$ cat config.mk
export PLATFORM = sky130hd
export DESIGN_NAME = vit_traceback
export DESIGN_NICKNAME = d
export VERILOG_FILES = /design/src/rtl/vit_traceback.sv
export SDC_FILE = /design/constraint.sdc
export NUM_CORES = 1
export LEC_CHECK = 0
export CORE_UTILIZATION = 35
export CTS_BUF_LIST = sky130_fd_sc_hd__clkbuf_2 sky130_fd_sc_hd__clkbuf_4 sky130_fd_sc_hd__clkbuf_8
export CTS_CLUSTER_DIAMETER = 40
export DETAILED_ROUTE_END_ITERATION = 10
export PLACE_DENSITY_LB_ADDON = 0.2
export SLEW_MARGIN = 5
export SYNTH_ARGS = -nofsm -noshare
export SYNTH_HDL_FRONTEND = slang
export SYNTH_SLANG_ARGS = --single-unit
$ cat constraint.sdc
create_clock -name clk -period 6.1 [get_ports clk]
set_input_delay 0.915 -clock clk [delete_from_list [all_inputs] [get_ports clk]]
set_output_delay 0.915 -clock clk [all_outputs]
set_load 0.05 [all_outputs]
$ cat src/rtl/vit_traceback.sv
// Survivor-memory traceback for the 4-state Viterbi decoder: 3-bank circular store,
// convergence + decode pointers, bits emitted block-reversed with a block-parity toggle.
module vit_traceback #(
    parameter int L           = 21,
    parameter int NS          = 4,
    parameter int START_STATE = 0
) (
    input  logic          clk,
    input  logic          reset,
    input  logic [NS-1:0] dec_in,
    output logic          decode_out,
    output logic          stack_toggle,
    output logic          out_valid
);

    localparam int            CW   = $clog2(L);
    localparam logic [CW-1:0] LAST = CW'(L - 1);
    localparam logic [1:0]    ST0  = 2'(START_STATE);

    // Predecessor of s_t = {u_t, u_(t-1)} is {u_(t-1), decision}.
    function automatic logic [1:0] pred(input logic [1:0] s, input logic [NS-1:0] d);
        return {s[0], d[s]};
    endfunction

    logic [NS-1:0] mem_q [3][L];
    logic [NS-1:0] mem_d [3][L];

    logic [CW-1:0] cnt_q, cnt_d;
    logic [1:0]    wb_q, wb_d;
    logic [1:0]    blk_q, blk_d;
    logic          blk_par_q, blk_par_d;
    logic [1:0]    conv_q, conv_d;
    logic [1:0]    conv_end_q, conv_end_d;
    logic [1:0]    dptr_q, dptr_d;
    logic          decode_out_q, decode_out_d;
    logic          stack_toggle_q, stack_toggle_d;
    logic          out_valid_q, out_valid_d;

    logic          wrap;
    logic [CW-1:0] ridx;
    logic [1:0]    wb_m1, wb_m2;
    logic [1:0]    conv_cur, dptr_cur;

    always_comb begin
        wrap  = (cnt_q == LAST);
        ridx  = LAST - cnt_q;
        wb_m1 = (wb_q == 2'd0) ? 2'd2 : wb_q - 2'd1;
        wb_m2 = (wb_q == 2'd0) ? 2'd1 : (wb_q == 2'd1) ? 2'd2 : 2'd0;

        cnt_d     = wrap ? '0 : cnt_q + 1'b1;
        wb_d      = wrap ? ((wb_q == 2'd2) ? 2'd0 : wb_q + 2'd1) : wb_q;
        blk_d     = (wrap && blk_q != 2'd2) ? blk_q + 2'd1 : blk_q;
        blk_par_d = blk_par_q ^ wrap;

        // Convergence: trace the previous bank from a fixed state; its endpoint
        // seeds the next block's decode pass.
        conv_cur   = (cnt_q == '0) ? ST0 : conv_q;
        conv_d     = pred(conv_cur, mem_q[wb_m1][ridx]);
        conv_end_d = wrap ? conv_d : conv_end_q;

        dptr_cur = (cnt_q == '0) ? conv_end_q : dptr_q;
        dptr_d   = pred(dptr_cur, mem_q[wb_m2][ridx]);

        decode_out_d   = dptr_cur[1];
        stack_toggle_d = blk_par_q;
        out_valid_d    = out_valid_q | (blk_q == 2'd2);
    end

    always_comb begin
        mem_d = mem_q;
        mem_d[wb_q][cnt_q] = dec_in;
    end

    // Survivor storage is deliberately left unreset; stale banks are never decoded.
    always_ff @(posedge clk) begin
        mem_q <= mem_d;
    end

    always_ff @(posedge clk or posedge reset) begin
        if (reset) begin
            cnt_q          <= '0;
            wb_q           <= '0;
            blk_q          <= '0;
            blk_par_q      <= 1'b0;
            conv_q         <= ST0;
            conv_end_q     <= '0;
            dptr_q         <= ST0;
            decode_out_q   <= 1'b0;
            stack_toggle_q <= 1'b0;
            out_valid_q    <= 1'b0;
        end else begin
            cnt_q          <= cnt_d;
            wb_q           <= wb_d;
            blk_q          <= blk_d;
            blk_par_q      <= blk_par_d;
            conv_q         <= conv_d;
            conv_end_q     <= conv_end_d;
            dptr_q         <= dptr_d;
            decode_out_q   <= decode_out_d;
            stack_toggle_q <= stack_toggle_d;
            out_valid_q    <= out_valid_d;
        end
    end

    assign decode_out   = decode_out_q;
    assign stack_toggle = stack_toggle_q;
    assign out_valid    = out_valid_q;

endmodule
After elaboration in Yosys (flattened, before gate mapping)
Cells that the tools add are included.
W data, S select, Z words.
{ "word_totals": {"elab_cells": 132, "in_bits": 6, "output_inout_bits": 3, "regBits": 271} }
{ "classes": {"reduce_logical": 5, "bitwise": 7, "n_addsub": 5, "order_cmp": 9, "eq_ne": 5, "n_mux": 28} }
{ "ops": {"columns": ["op", "n"], "rows": [
  ["$mux W84", 5],
  ["$bmux W84 S2", 2],
  ["$bwmux W252", 1],
  ["$demux W84 S2", 1],
  ["$bmux W4 S5", 2],
  ["$demux W4 S5", 1],
  ["$mux W4", 5],
  ["$ge A6 B6 Y1 const B", 2],
  ["$mux W2", 6],
  ["$not A5 Y6", 2],
  ["$ge A3 B3 Y1 const B", 3],
  ["$not A2 Y3", 3],
  ["$lt A2 B3 Y1 const B", 2],
  ["$lt A6 B1 Y1 const B", 1],
  ["$add A5 B1 Y5 const B", 1],
  ["$eq A5 B5 Y1 const B", 1],
  ["$logic_not A5 Y1", 1],
  ["$mux W5", 1],
  ["$sub A5 B5 Y5 const A", 1],
  ["$add A2 B1 Y2 const B", 2],
  ["$bmux W1 S2", 2],
  ["$eq A2 B2 Y1 const B", 2],
  ["$logic_and A1 B1 Y1", 3],
  ["$lt A3 B1 Y1 const B", 1],
  ["7 further kinds", 8]
]} }

Depth between registers and ports, before layout
{ "depth": {"depth_word": 12, "depth_mapped": 16, "depth_no_buf": 10} }

Worst setup path after synthesis
No wires, ideal clock.
{ "synth_path": {"path_type": "register -> register", "from": "reg cnt_q[0]", "to": "reg dptr_q[0]", "t_arrival_ps": 3460, "setup_time_ps": 140, "period_less_slack_ps": 3599, "t_required_ps": 5960, "path_slack_ps": 2501, "n_path_buf": 7, "stages_incl_launch_ff": 15, "path_cell_list": "dfrtp_1 > buf_2 > buf_4 > buf_2 > inv_1 > ha_1 > buf_2 > buf_2 > clkbuf_1 > buf_2 > mux4_2 > a2111oi_0 > nor3_1 > a32oi_1 > a41oi_1"} }
{ "synth_between": {"elab_chain_len": 7, "elab_cells_between_ends": 9, "classes_between": "1 x add/sub; 6 x mux; 1 x bitwise; 1 x reduce/logical"} }
{ "synth_rtl": {"columns": ["element", "line_no", "text"], "rows": [
  ["start: declaration", "28", "logic [CW-1:0] cnt_q, cnt_d;"],
  ["start signal: assignment", "92", "cnt_q <= cnt_d;"],
  ["$sub A5 B5 Y5", "46", "ridx = LAST - cnt_q;"],
  ["$not A5 Y6 (not written as such)", "62", "dptr_d = pred(dptr_cur, mem_q[wb_m2][ridx]);"],
  ["$bmux W4 S5", "62", null],
  ["$mux W4 (not written as such) (2 in a row)", "62", null],
  ["$bmux W1 S2 *", "22", "return {s[0], d[s]};"],
  ["$mux W1 (not written as such) *", "22", null],
  ["via dptr_d[0]", "34", "logic [1:0] dptr_q, dptr_d;"],
  ["end signal: assignment", "98", "dptr_q <= dptr_d;"],
  ["end: declaration", "34", null]
]} }
Mark *: on every way through the listed nets, which the timed path passes. The rest lies on a longest branch. The select of a mux whose other input is x is not followed.
A chain may end at the register's enable or synchronous reset.

Final worst setup path
Same ends and word-level chain as after synthesis.

==> impl_metrics.py <==
metrics = {
    "drt": {
        "post_drt_wl_per_cell_um": 25.83,
        "wirelength_um": 33840,
        "drtIter0Drc": 687,
        "dr_total_vias": 7489,
        "postRouteAntennaNets": 0,
        "drc": 1,
        "via_per_inst": 5.717,
        "drt-pass1-iter-count": 10,
    },
    "finish": {
        "drive_above_1_share_pct": 23.56,
        "nNetsFinal": 829,
        "fin_cells": 1310,
        "finish.utilization_pct": 39.99,
        "area_growth_pct": 11.67,
        "insertedDiodeCount": 0,
    },
    "global_routing": {
        "grt_overflow": 0,
        "grt_pass1_wl_um": 50780,
        "grt_pass1_vias": 7749,
        "grt_max_degree": 64,
        "antenna_found_initial": 0,
        "grt_util_all_layers_pct": 18.48,
    },
    "sta": {
        "drv_slew": 0,
        "finClkSkew_ns": 0.01936,
        "setup_tns_ns": 0,
        "rsz0062_at_grt": "no",
        "worst_pin_slew_ns": 1.232,
        "fin_crit_sh_pct": 68.16,
        "report.final.setup_viol": 0,
        "max_freq_ghz": 0.2405,
        "slew_headroom_pct": 17.72,
        "hold_viol_final": 0,
        "finalCriticalPeriod_ns": 4.158,
    },
    "yosys": {
        "ys.flop_type": "edfxtp_1",
        "yosys.area_share.simple_pct": 8.251,
        "synth_area_leaders": "edfxtp_1 (59%), mux4_2 (15%), mux2i_1 (4.5%)",
        "synth-edff-count": 252,
        "ys_ff_latch": 271,
        "synth.avg_cell_area_sq_um": 16.10,
        "syn_nets": 810,
        "synthAdderAreaFrac_pct": 0.8799,
        "synth_xor_area_share_pct": 0.7332,
        "yosysSeqAreaShare_pct": 62.84,
        "synth-async-reset-ratio_pct": 7.011,
        "synth.top_cells.by_count": "edfxtp_1 (252), mux4_2 (88), mux2i_1 (57)",
        "post-synth-top-area-cell": "edfxtp_1",
        "syn_inst": 795,
        "synth_top_family_by_area": "multiplexers",
        "synth-compound-area-share_pct": 4.438,
        "synth.area.mux_share_pct": 20.30,
        "synth_top_area_share_pct": 59.13,
        "netlist-cell-type-count": 57,
        "ys_warn_count": 0,
        "netlist_area_sq_um": 12800,
        "yosys.cell_count.top_type": "edfxtp_1",
    },
    "outcome": {
        "status": "complete, but fails checks",
        "violations": "DRC",
    },
    "power_and_ir_drop": {
        "peakVddDrop_uv": 176.7,
        "power_mw": 3.903,
        "power_leakage_nw": 4.726,
        "power_density_nw_per_um2": 273.1,
    },
    "setup_path": {
        "crit_required_ns": 6.53,
        "worstSetupEndpointType": "flip-flop",
        "worstSetupStartpointType": "flip-flop",
        "cp_data_arrival_time_ns": 4.59,
        "worstPathMaxFanout": 62,
        "crit_type": "flip-flop to flip-flop",
    },
    "clocking": {
        "clockBufferDepth": 3,
        "clkTransAtPathRegs_ns": 0.06,
        "cts_tree": "done",
        "cts_hold_buf": 0,
        "postCtsSetupRepairBufs": 0,
        "cts.htree.levels": 2,
        "clock_latency_ns": 0.58,
        "cts_sinks": 271,
        "cts_buffers": 49,
        "post_cts_resized": 0,
        "cts-root-buf": "clkbuf_8",
    },
    "floorplanning": {
        "ios": 9,
        "core_sq_um": 35740,
        "fp-row-count": 69,
        "start_util_pct": 35.81,
        "die_width_um": 193.2,
        "die_y_um": 193.2,
        "dieArea_sq_um": 37340,
    },
    "place": {
        "dp.cells": 1224,
        "portBuffers": 8,
        "hpwlAfterDp_um": 22650,
        "place.gp.congestion": 0.8989,
    },
    "hold_path": {
        "min_path_type": "flip-flop to flip-flop",
    },
    "flow_run": {
        "cap_viol_max_count": 0,
    },
}
==> path summary, 6_finish.rpt <==
path / end / from / cells past startpoint / slack [ns]
worst max-delay path: dptr_q[0] / cnt_q[0] / 9 / 1.94
worst min-delay path: stack_toggle / blk_par_q / 0 / 0.40
worst max register to register: dptr_q[0] / cnt_q[0] / 9 / 1.94
worst min register to register: stack_toggle / blk_par_q / 0 / 0.40
max in group asynchronous: cnt_q[0] / reset / 2 / 4.70
min in group asynchronous: cnt_q[4] / reset / 2 / 0.80
==> per-layer routing <==
layer	GRT usage (%)	vias to the layer above	share of wire [%]
li1	-	3261	-
met1	24.99	3898	44
met2	29.54	263	47
met3	3.295	67	5.5
met4	7.585	0	3.5
met5	0	-	0
==> metrics by stage <==
stage	hold WS (ns)	setup slack, ns	instance area (sq um)
2_1_floorplan	0.3729	2.501	12800
3_3_place_gp	0.3833	2.087	13330
3_5_place_dp	0.3929	1.935	13330
4_1_cts	0.4020	1.955	14290
5_1_grt	0.4196	1.673	14290
6_report	0.4027	1.942	14290
==> final cells by class <==
class | instances | area, sq um
Multi-Input combinational cell | 454 | 4478
Sequential cell | 271 | 8046
Tap cell | 461 | 576.8
Clock buffer | 63 | 792.0
Fill cell | 3328 | 21450
Timing Repair Buffer | 23 | 172.7
Inverter | 15 | 57.56
Clock inverter | 23 | 168.9
==> layout by cell type (no fill, tap or decap), types with 6 or more instances in the layout <==
cell	instances
a22oi_1	13
mux4_2	88
nor4_1	8
ha_1	6
nor2_1	56
nand2_1	48
nor2b_1	8
and3_1	6
mux2i_1	57
clkinv_1	14
nor3_1	21
edfxtp_1	252
nand3_1	18
a221oi_1	8
clkbuf_4	12
nand4_1	6
inv_1	10
clkinv_2	7
clkbuf_8	51
and2_1	10
o21ai_0	19
nor3b_1	8
buf_4	15
dfrtp_1	18
==> cells by family (layout without fill, tap and decap cells) <==
| kind of cell | count (synthesis) | count (layout) |
|---|---|---|
| compound gates | 77 | 77 |
| xor+xnor | 9 | 9 |
| fa+ha+maj | 9 | 9 |
| buf+inv | 70 | 124 |
| flops | 271 | 271 |
| mux | 149 | 149 |
| simple gates | 210 | 210 |
==> sequential cells by signal, indices dropped and copies added (netlist names) <==
name / flops
conv_end_q: 2
mem_q: 252
out_valid: 1
decode_out: 1
wb_q: 2
conv_q: 2
stack_toggle: 1
blk_q: 2
dptr_q: 2
cnt_q: 5
blk_par_q: 1
==> critical path, cell delays in order (launching register included) <==
cell and delay [ns]:
dfrtp_4 0.69, inv_1 0.24, ha_4 0.57, nor2b_1 1.06, a221oi_1 0.30, nor2_1 0.19, a311oi_1 0.06, or4_1 0.56
a32oi_1 0.18, a41oi_1 0.13
==> power breakdown <==
part           leakage [nW]  internal (mW)  switching, mW
registers              2.49           2.05        0.00854
logic                  1.73         0.0427          0.106
clock network         0.502          0.935          0.760
total                  4.73           3.03          0.874
Note: power is estimated with default switching activity, not from simulation.
==> edit 1, RTL diff (config.mk and constraints unchanged) <==
Set the parameter `L` to 42 (it was 21).
--- a/src/rtl/vit_traceback.sv
+++ b/src/rtl/vit_traceback.sv
@@ -2,5 +2,5 @@
 // convergence + decode pointers, bits emitted block-reversed with a block-parity toggle.
 module vit_traceback #(
-    parameter int L           = 21,
+    parameter int L           = 42,
     parameter int NS          = 4,
     parameter int START_STATE = 0
Behaviour: same outputs for any inputs over 4 cycles, from zero or initial values and one cycle with reset high; that may be too few to reach the edited logic, so the function may still have changed.
==> edit 1 against the unedited design <==
Utilization about the same; worst setup slack got worse by 0.49 ns; power increased by 93%; design area increased by 89%; first-iteration DRC count increased by 89%; wire length increased by 100%; highest routed layer unchanged; critical endpoint is now conv_q[0]$_DFF_PP0_; clock skew increased by 0.019 ns; synthesized area increased by 88%; sequential cell count increased by 253; die area increased by 87%; count of clock-buffer cells in the layout increased by 57.
==> edit 1: results (changes against the unedited design) <==
Synthesis
  • Synth unique cells: 64 (was 57)
  • Synth Instances: 1370 (was 795)
  • Post-synthesis sequential area ratio: 0.6491 (was 0.6284)
  • Most frequent cells after synthesis: edfxtp_1 (504), mux4_2 (201), nor2_1 (155), mux2i_1 (73), nand2_1 (49) (was edfxtp_1 (252), mux4_2 (88), mux2i_1 (57), nor2_1 (56), nand2_1 (48))
  • Post-synth EDFFs: 504 (was 252)

Outcome
  • Status: complete, no violations (was complete, but fails checks)

Setup path
  • R2R Path End: conv_q[0]$_DFF_PP0_ (was dptr_q[0]$_DFF_PP0_)
  • Crit path max-delay family: compound AO/OA/AOI/OAI gates (was simple AND/OR/NAND/NOR gates)
  • FF-to-FF Start: cnt_q[1]$_DFF_PP0_ (was cnt_q[0]$_DFF_PP0_)

Route
  • DR vias: 13754 (was 7489)
  • DR iter-0 viols: 1301 (was 687)

CTS
  • Clk_lat worst skew: 0.70 ns (was 0.58 ns)

Timing
  • Worst setup margin: 1.454 ns (was 1.942 ns)

Power and ir drop
  • Max VDD drop: 0.1353 mV (was 0.1767 mV)

Final layout
  • Layout clock buffer count: 120 (was 63)
  • Inverter count: 17 (was 15)
  • Fraction of area in registers: 0.5787 (was 0.5630)
  • Multi-input combinational area share: 0.2931 (was 0.3133)
  • Clock buf/inv share: 0.07573 (was 0.06723)
  • Filler instances: 6038 (was 3328)

GRT
  • First-pass GRT wire length: 99350 um (was 50780 um)

Placement
  • DP HPWL: 43200 um (was 22650 um)
  • Cells after DPL: 2179 (was 1224)
  • Dpl cell area: 24980 sq um (was 13330 sq um)
  • Place WS: 1.552 ns (was 1.935 ns)
[edit 1: cell count changes in the layout (fill, tap and decap cells not counted), sizes merged, moves of 16 or more]
cell,delta
edfxtp,+252
mux4,+113
nor2,+99
clkbuf,+57
clkinv,+21
nand3,+20
mux2i,+16
[edit 1: kinds of logic after synthesis]
logic type               synth area share
multiplexers                       0.2211
flip-flops                         0.6491
XOR/XNOR                         0.003221
AND/OR/NAND/NOR                   0.05486
adder cells (fa/ha/maj)          0.005714
buffers and inverters             0.02421
AO/OA/AOI/OAI                     0.04177
[edit 1: report_power, final]
group | internal [W] | switching, W | leakage [nW]
combinational | 0.0000103 | 0.0000703 | 3.22
clock | 0.00197 | 0.00155 | 1.05
sequential | 0.00395 | 0.000000967 | 4.76
[edit 1: layer usage]
layer,track usage,vias up,part of all wire
li1,-,5756,-
met1,0.2778,7311,0.44
met2,0.3045,579,0.47
met3,0.03344,108,0.064
met4,0.06835,0,0.027
met5,0,-,0
==> edit 2, RTL diff (same flow settings) <==
Made on the original files. Compare `cnt_q` against `LAST` with >= in place of ==.
--- a/src/rtl/vit_traceback.sv
+++ b/src/rtl/vit_traceback.sv
@@ -43,5 +43,5 @@
 
     always_comb begin
-        wrap  = (cnt_q == LAST);
+        wrap  = (cnt_q >= LAST);
         ridx  = LAST - cnt_q;
         wb_m1 = (wb_q == 2'd0) ? 2'd2 : wb_q - 2'd1;
Function: same outputs for any inputs over 10 cycles, from zero or initial values and one cycle with reset high; that may be too few to reach the edited logic, so the function may still have changed.
==> edit 2 against the unedited design <==
Design area about the same; via count is 0.24% lower; largest cell class unchanged; critical path type unchanged; sequential cell count is the same; wire length increased by 0.30%; worst setup slack got worse by 0.037 ns; synthesized area unchanged; combinational power grew 11%; die area unchanged; power increased by 1.2%.
==> edit 2: results (changes against the unedited design) <==
Final layout
  • Finished Layout Cells: 1305 (was 1310)
  • Signal buffers: 25 (was 23)
  • Layout cells sized above 1: 0.2393 (was 0.2356)
  • Filler instances: 3278 (was 3328)

Timing
  • Worst slew pin tran: 1.231 ns (was 1.232 ns)
  • WHS: 0.4060 ns (was 0.4027 ns)
  • Clock Skew: 0.02368 ns (was 0.01936 ns)

Power and ir drop
  • Total power: 0.003949 W (was 0.003903 W)
  • Cell-internal power: 0.003058 W (was 0.003029 W)
  • Lkg Pwr: 4.849 nW (was 4.726 nW)
  • Power density cells: 276.6 nW/um^2 (was 273.1 nW/um^2)
  • Max VDD drop: 0.1161 mV (was 0.1767 mV)

Synthesis
  • Synth Warn #: 0 (unchanged)
  • Synth unique cells: 61 (was 57)
  • Most frequent cells after synthesis: edfxtp_1 (252), mux4_2 (90), nand2_1 (66), nor2_1 (47), mux2i_1 (45) (was edfxtp_1 (252), mux4_2 (88), mux2i_1 (57), nor2_1 (56), nand2_1 (48))
  • Top cells by area, synth: edfxtp_1 (59%), mux4_2 (16%), dfrtp_1 (3.7%), mux2i_1 (3.5%), nand2_1 (1.9%) (was edfxtp_1 (59%), mux4_2 (15%), mux2i_1 (4.5%), dfrtp_1 (3.7%), nor2_1 (1.6%))

Setup path
  • Max FO, Critical Path: 33 (was 62)
  • Reg2Reg Depth: 10 (was 9)
  • Worst Path Arrival: 4.65 ns (was 4.59 ns)
  • Reg2reg setup slack: 1.91 ns (was 1.94 ns)

Placement
  • DP HPWL: 22380 um (was 22650 um)
  • Place WS: 1.971 ns (was 1.935 ns)

Outcome
  • Status: complete, no violations (was complete, but fails checks)

CTS
  • CTS Buf Count: 48 (was 49)

Route
  • DR WL/cell: 26.01 um (was 25.83 um)
  • DR iter-0 viols: 801 (was 687)
  • Drt pass-1 iters: 7 (was 10)
  • DR vias: 7471 (was 7489)

GRT
  • First-pass GRT wire length: 50860 um (was 50780 um)
  • Vias in the first global route: 7603 (was 7749)
  • GRT Total Usage: 0.1833 (was 0.1848)
-- edit 2: changes by cell type after synthesis, moves of 6 or more --
cell	change
nand2_1	+18
mux2i_1	-12
clkbuf_1	-10
and2_1	+9
nor2_1	-9
nor4_1	-8
nor3b_1	-7
a21oi_1	+6
a221oi_1	-6
-- edit 2: how the worst max path moves through the flow --
| stage | from | to | slack [ns] |
|---|---|---|---|
| 2_1_floorplan | cnt_q[0]$_DFF_PP0_ | dptr_q[0]$_DFF_PP0_ | 3.03 |
| 4_1_cts | cnt_q[0]$_DFF_PP0_ | dptr_q[0]$_DFF_PP0_ | 1.97 |
| 3_5_place_dp | cnt_q[0]$_DFF_PP0_ | dptr_q[0]$_DFF_PP0_ | 1.97 |
| 3_3_place_gp | cnt_q[0]$_DFF_PP0_ | dptr_q[0]$_DFF_PP0_ | 2.01 |
| 5_1_grt | cnt_q[0]$_DFF_PP0_ | dptr_q[0]$_DFF_PP0_ | 1.72 |
| 6_report | cnt_q[0]$_DFF_PP0_ | dptr_q[0]$_DFF_PP0_ | 1.91 |
-- edit 2: routing by layer --
layer	track usage	part of all wire	vias up
met3	0.03644	0.067	54
met5	0	0	-
met2	0.2805	0.46	282
li1	-	-	3219
met4	0.05422	0.021	0
met1	0.2645	0.46	3916
-- edit 2: logic make-up after synthesis --
kind of cell,count (synthesis),share of synthesized area
xor+xnor,9,0.006159
mux,145,0.2084
compound gates,77,0.04165
fa+ha+maj,9,0.008799
simple gates,209,0.07880
buf+inv,67,0.02776
flops,271,0.6284
-- edit 2: worst max-delay path, cell delays in order (launching register included) --
cell      delay [ns]
dfrtp_4         0.69
inv_2           0.27
ha_2            0.53
nor4b_4         0.52
mux2i_2         0.54
inv_1           0.41
mux4_1          0.58
nand2_1         0.09
and3_1          0.14
o32ai_1         0.07
nand4b_1        0.18
